### src/rtl/router_pkg.sv
// Shared router constants and types: default channel/address/timeout sizing
// plus the index and address typedefs used by the FSM, FIFOs and sync block.
package router_pkg;

  localparam int NUM_CH_DEF  = 3;
  localparam int ADDR_W_DEF  = 2;
  localparam int TIMEOUT_DEF = 30;
  localparam int NUM_CH_MAX  = 8;

  typedef logic [$clog2(NUM_CH_MAX)-1:0] ch_idx_t;
  typedef logic [ADDR_W_DEF-1:0]         addr_t;

  // A header address selects a channel only when it names an existing FIFO.
  function automatic logic addr_in_range(input int unsigned addr, input int unsigned num_ch);
    return addr < num_ch;
  endfunction

endpackage

### src/rtl/router_stall_timer.sv
// Per-channel stall watchdog: counts cycles with valid data that nobody reads,
// emits a one-cycle soft_reset after TIMEOUT of them and keeps a sticky record.
module router_stall_timer #(
  parameter int TIMEOUT = 30
) (
  input  logic clk,
  input  logic resetn,
  input  logic vld,
  input  logic read_enb,
  input  logic timeout_clr,
  output logic soft_reset,
  output logic timeout_status
);

  localparam int CNT_W = $clog2(TIMEOUT);
  localparam logic [CNT_W-1:0] CNT_LAST = CNT_W'(TIMEOUT - 1);

  logic [CNT_W-1:0] cnt;
  logic             stall;
  logic             expire;

  assign stall  = vld && !read_enb;
  assign expire = stall && (cnt == CNT_LAST);

  // The counter clears on expiry, so it tops out at TIMEOUT-1 and cannot wrap.
  always_ff @(posedge clk) begin
    if (!resetn) begin
      cnt            <= '0;
      soft_reset     <= 1'b0;
      timeout_status <= 1'b0;
    end else begin
      cnt            <= (stall && !expire) ? cnt + CNT_W'(1) : '0;
      soft_reset     <= expire;
      timeout_status <= soft_reset || (timeout_status && !timeout_clr);
    end
  end

endmodule

### src/rtl/router_sync_nch.sv
// Router synchroniser: latches the header address, steers the FSM write strobe
// to one FIFO, reports its full flag and runs a stall watchdog per channel.
module router_sync_nch
  import router_pkg::*;
#(
  parameter int NUM_CH  = NUM_CH_DEF,
  parameter int ADDR_W  = ADDR_W_DEF,
  parameter int TIMEOUT = TIMEOUT_DEF
) (
  input  logic              clk,
  input  logic              resetn,
  input  logic              detect_add,
  input  logic [ADDR_W-1:0] data_in,
  input  logic              write_enb_reg,
  input  logic [NUM_CH-1:0] empty,
  input  logic [NUM_CH-1:0] full,
  input  logic [NUM_CH-1:0] read_enb,
  input  logic              timeout_clr,
  output logic [NUM_CH-1:0] write_enb,
  output logic              fifo_full,
  output logic [NUM_CH-1:0] vld_out,
  output logic [NUM_CH-1:0] soft_reset,
  output logic              addr_err,
  output logic [NUM_CH-1:0] timeout_status
);

  logic [ADDR_W-1:0] addr_q;
  logic              addr_vld_q;
  logic              data_in_ok;

  assign data_in_ok = addr_in_range(32'(data_in), NUM_CH);

  // The validity bit is kept separately so the all-ones reset address stays
  // unusable even when all-ones happens to name a real channel.
  // NOTE: state registers use non-blocking assignments so every flop samples
  // pre-edge values regardless of block ordering.
  always_ff @(posedge clk) begin
    if (!resetn) begin
      addr_q     <= '1;
      addr_vld_q <= 1'b0;
      addr_err   <= 1'b0;
    end else if (detect_add) begin
      addr_q     <= data_in;
      addr_vld_q <= data_in_ok;
      addr_err   <= !data_in_ok;
    end
  end

  // NOTE: defaults at the top of the block keep every path assigned, so no
  // latches are inferred.
  always_comb begin
    write_enb = '0;
    fifo_full = 1'b0;
    for (int i = 0; i < NUM_CH; i++) begin
      if (addr_vld_q && (addr_q == ADDR_W'(i))) begin
        write_enb[i] = write_enb_reg;
        fifo_full    = full[i];
      end
    end
  end

  assign vld_out = ~empty;

  for (genvar ch = 0; ch < NUM_CH; ch++) begin : g_timer
    router_stall_timer #(
      .TIMEOUT(TIMEOUT)
    ) u_timer (
      .clk            (clk),
      .resetn         (resetn),
      .vld            (vld_out[ch]),
      .read_enb       (read_enb[ch]),
      .timeout_clr    (timeout_clr),
      .soft_reset     (soft_reset[ch]),
      .timeout_status (timeout_status[ch])
    );
  end

endmodule

### config.mk
export PLATFORM = sky130hd
export DESIGN_NAME = router_sync_nch
export DESIGN_NICKNAME = d
export VERILOG_FILES = /design/src/rtl/router_pkg.sv /design/src/rtl/router_stall_timer.sv /design/src/rtl/router_sync_nch.sv
export SDC_FILE = /design/constraint.sdc
export NUM_CORES = 1
export LEC_CHECK = 0
export ABC_AREA = 1
export ABC_CLOCK_PERIOD_IN_PS = 2420
export CAP_MARGIN = 25
export CORE_AREA = 5 5 55 57
export CTS_CLUSTER_DIAMETER = 40
export DETAILED_ROUTE_END_ITERATION = 8
export DIE_AREA = 0 0 60 62
export GPL_TIMING_DRIVEN = 0
export PLACE_DENSITY = 0.89
export SYNTH_ARGS = -nofsm -noshare
export SYNTH_HDL_FRONTEND = slang
export SYNTH_SLANG_ARGS = --single-unit
### constraint.sdc
create_clock -name clk -period 2.42 [get_ports clk]
set_input_delay 0.484 -clock clk [delete_from_list [all_inputs] [get_ports clk]]
set_output_delay 0.484 -clock clk [all_outputs]
set_load 0.01 [all_outputs]
==> impl_metrics.env <==
export IMPL_critPathSlowestCell="clkdlybuf4s50_1"
export IMPL_die_y_um=62
export IMPL_min_path_type="register to register"
export IMPL_critical_path_most_common_cell="clkdlybuf4s50_1"
export IMPL_crit_fanout=1
export IMPL_clk_pin_slew_ns=0.14
export IMPL_htreeDepth=1
export IMPL_post_cts_resize_count=0
export IMPL_path_cells="clkdlybuf4s50_1 > nand4_1 > nand3_1 > clkdlybuf4s50_1"
export IMPL_power_density_nw_per_um2=450
export IMPL_cp_end_kind="output pin"
export IMPL_n_fill_cell=204
export IMPL_vias_per_cell=4.76
export IMPL_critPathRequiredTime_ns=1.94
export IMPL_ys_warn_count=0
export IMPL_syn_area_um2=1180
export IMPL_dr_pass1_iters=4
export IMPL_finish_cell_count_without_fillers=216
export IMPL_drive_above_1_share_pct=13.4
export IMPL_gp_congestion=0.718
export IMPL_antenna_cells=0
export IMPL_synth_seq_cells=25
export IMPL_slew_viol_final=0
export IMPL_dp_hpwl_um=1830
export IMPL_routed_wirelength_um=2270
export IMPL_io_buffers=29
export IMPL_fin_crit_ns=2.15
export IMPL_fp_coreArea_um2=2430
export IMPL_ys_types=19
export IMPL_synth_seq_area_share_pct=42.5
export IMPL_post_cts_buffers=0
export IMPL_start_util_pct=48.4
export IMPL_cts_made_buffers=3
export IMPL_grt_pass1_vias=938
export IMPL_slowest_delay_ns=0.53
export IMPL_grt_max_degree=16
export IMPL_maxSlewHeadroom_pct=83.5
export IMPL_clock_skew_ns=0.00325
export IMPL_tightest_slew_ns=0.247
export IMPL_cts_path_max_buffers=2
export IMPL_insertion_delay_ns=0.32
export IMPL_finalHoldViolCount=0
export IMPL_multiInputGateArea_um2=515
export IMPL_drcViolationCount=0
export IMPL_antenna_found_initial=0
export IMPL_cts_sinks=25
export IMPL_die_area_um2=3720
export IMPL_status="complete, no violations"
export IMPL_seqCellArea_um2=500
export IMPL_ir_worst_vdd_mv=0.293
export IMPL_grt_pass1_wl_um=3730
export IMPL_drt_initial_drc_count=38
export IMPL_syn_inst=153
export IMPL_maxCapViolCount=0
export IMPL_arrival_ns=1.66
export IMPL_critPathKind="input pin to output pin"
export IMPL_synth_nets=175
export IMPL_whs_ns=0.488
export IMPL_rows=18
export IMPL_clock_root_buffer="clkbuf_4"
export IMPL_synth_area_per_cell_um2=7.70
export IMPL_leakage_nw=0.651
export IMPL_rsz0062_at_grt="false"
export IMPL_period_share_pct=88.7
export IMPL_cts_hold_fix_buffers=0
export IMPL_overflow=0
export IMPL_ant_nets=0
export IMPL_startpoint_type="input pin"
export IMPL_wl_per_cell_um=10.5
export IMPL_fmax_mhz=466
export IMPL_dp_cells=212
export IMPL_fp_dieW_um=60
export IMPL_cts_tree="built"
export IMPL_via_count=1028
export IMPL_setup_tns_ns=0
export IMPL_ioPinCount=30
export IMPL_area_growth_syn_to_layout_pct=30.4
export IMPL_setup_viol=0
export IMPL_nNetsFinal=209
export IMPL_grt_usage_pct=13.5
[sequential cells by signal, summed over array words and instances (netlist names)]
name                            cells
g_timer.u_timer.cnt                15
g_timer.u_timer.soft_reset          3
g_timer.u_timer.timeout_status      3
addr_q                              2
addr_err                            1
addr_vld_q                          1
[Yosys cell counts (all sizes together)]
cell    instances  area (µm²)
nor2           27         121
nand2          26         115
dfxtp          25         500
inv            24        90.1
nand3          11        60.1
nand4          10        62.6
buf             9        67.6
a21oi           7        35.0
ha              6        75.1
o21ai           3        15.0
xnor2           3        26.3
clkinv          1        3.75
nor3            1        5.00
[logic make-up (layout without fill, tap and decap cells)]
group | count (synthesis) | count (layout) | synth area share (%)
xor gates and xnor gates | 3 | 3 | 2.23
DFF | 25 | 25 | 42.5
adders and majority gates | 6 | 6 | 6.38
and+or+nand+nor | 75 | 75 | 30.9
AOI/OAI and AO/OA | 10 | 10 | 4.25
buffers and inverters | 34 | 67 | 13.7
[worst paths after layout]
path	cells after the start	slack (ns)	from	to
worst max register to register	6	1.36	g_timer[1].u_timer.cnt[0]$_SDFF_PN0_	g_timer[1].u_timer.cnt[2]$_SDFF_PN0_
worst min-delay path	2	0.49	g_timer[2].u_timer.soft_reset$_SDFF_PN0_	g_timer[2].u_timer.timeout_status$_SDFF_PN0_
worst min register to register	2	0.49	g_timer[2].u_timer.soft_reset$_SDFF_PN0_	g_timer[2].u_timer.timeout_status$_SDFF_PN0_
worst max-delay path	4	0.27	full[1]	fifo_full
[area by class of cell]
cell class	instances	share of cell area [%]
timing repair buffer	29	18.9
clock buffer	3	1.47
buffer	9	4.40
clock inverter	1	0.489
multi-input combinational	94	33.6
tap	30	2.44
sequential	25	32.6
inverter	25	6.11
[routing by layer]
metal,routed length [µm],GRT usage [%]
met3,124,2.07
met2,1130,23.1
met5,0,0
met1,962,15.1
met4,61,10.4
[report_power, final]
group / switching, W / internal, W / total [W] / leakage [nW]
sequential: 0.00000746 / 0.000419 / 0.000426 / 0.203
combinational: 0.0000304 / 0.0000413 / 0.0000717 / 0.434
clock: 0.000130 / 0.0000633 / 0.000193 / 0.0139
[per-stage QoR]
stage / total power, W / util [%] / instance area [µm²] / setup slack [ns]
floorplan: 0.000463 / - / 1180 / 1.24
global placement: 0.000504 / 61.9 / 1510 / 0.272
detailed placement: 0.000507 / 61.9 / 1510 / 0.278
CTS: 0.000697 / 63.1 / 1540 / 0.268
global route: 0.000721 / 63.1 / 1540 / 0.208
finish: 0.000691 / 63.1 / 1540 / 0.274
[layout by cell type, fill, tap and decap left out]
| master | Yosys | layout |
|---|---|---|
| nand3_1 | 10 | 10 |
| nor2_4 | 2 | 2 |
| nor2_2 | 2 | 2 |
| inv_2 | 2 | 2 |
| clkinv_1 | 1 | 1 |
| nand2_4 | 1 | 1 |
| clkdlybuf4s50_1 | 0 | 29 |
| inv_1 | 22 | 22 |
| clkinvlp_4 | 0 | 1 |
| nor2_1 | 23 | 23 |
| xnor2_1 | 3 | 3 |
| buf_4 | 9 | 9 |
| ha_1 | 6 | 6 |
| a21oi_1 | 7 | 7 |
| nand2_1 | 21 | 21 |
| clkbuf_4 | 0 | 3 |
| nand2_2 | 4 | 4 |
| dfxtp_1 | 25 | 25 |
| nor3_1 | 1 | 1 |
| nand4_1 | 10 | 10 |
| o21ai_0 | 3 | 3 |
| nand3_2 | 1 | 1 |
[worst max-delay path, delay by kind of cell]
kind,cells,cell delay [ns]
buffers and inverters,2,0.99
AND/OR/NAND/NOR,2,0.18
No activity file was read; power rests on OpenSTA's default activity.
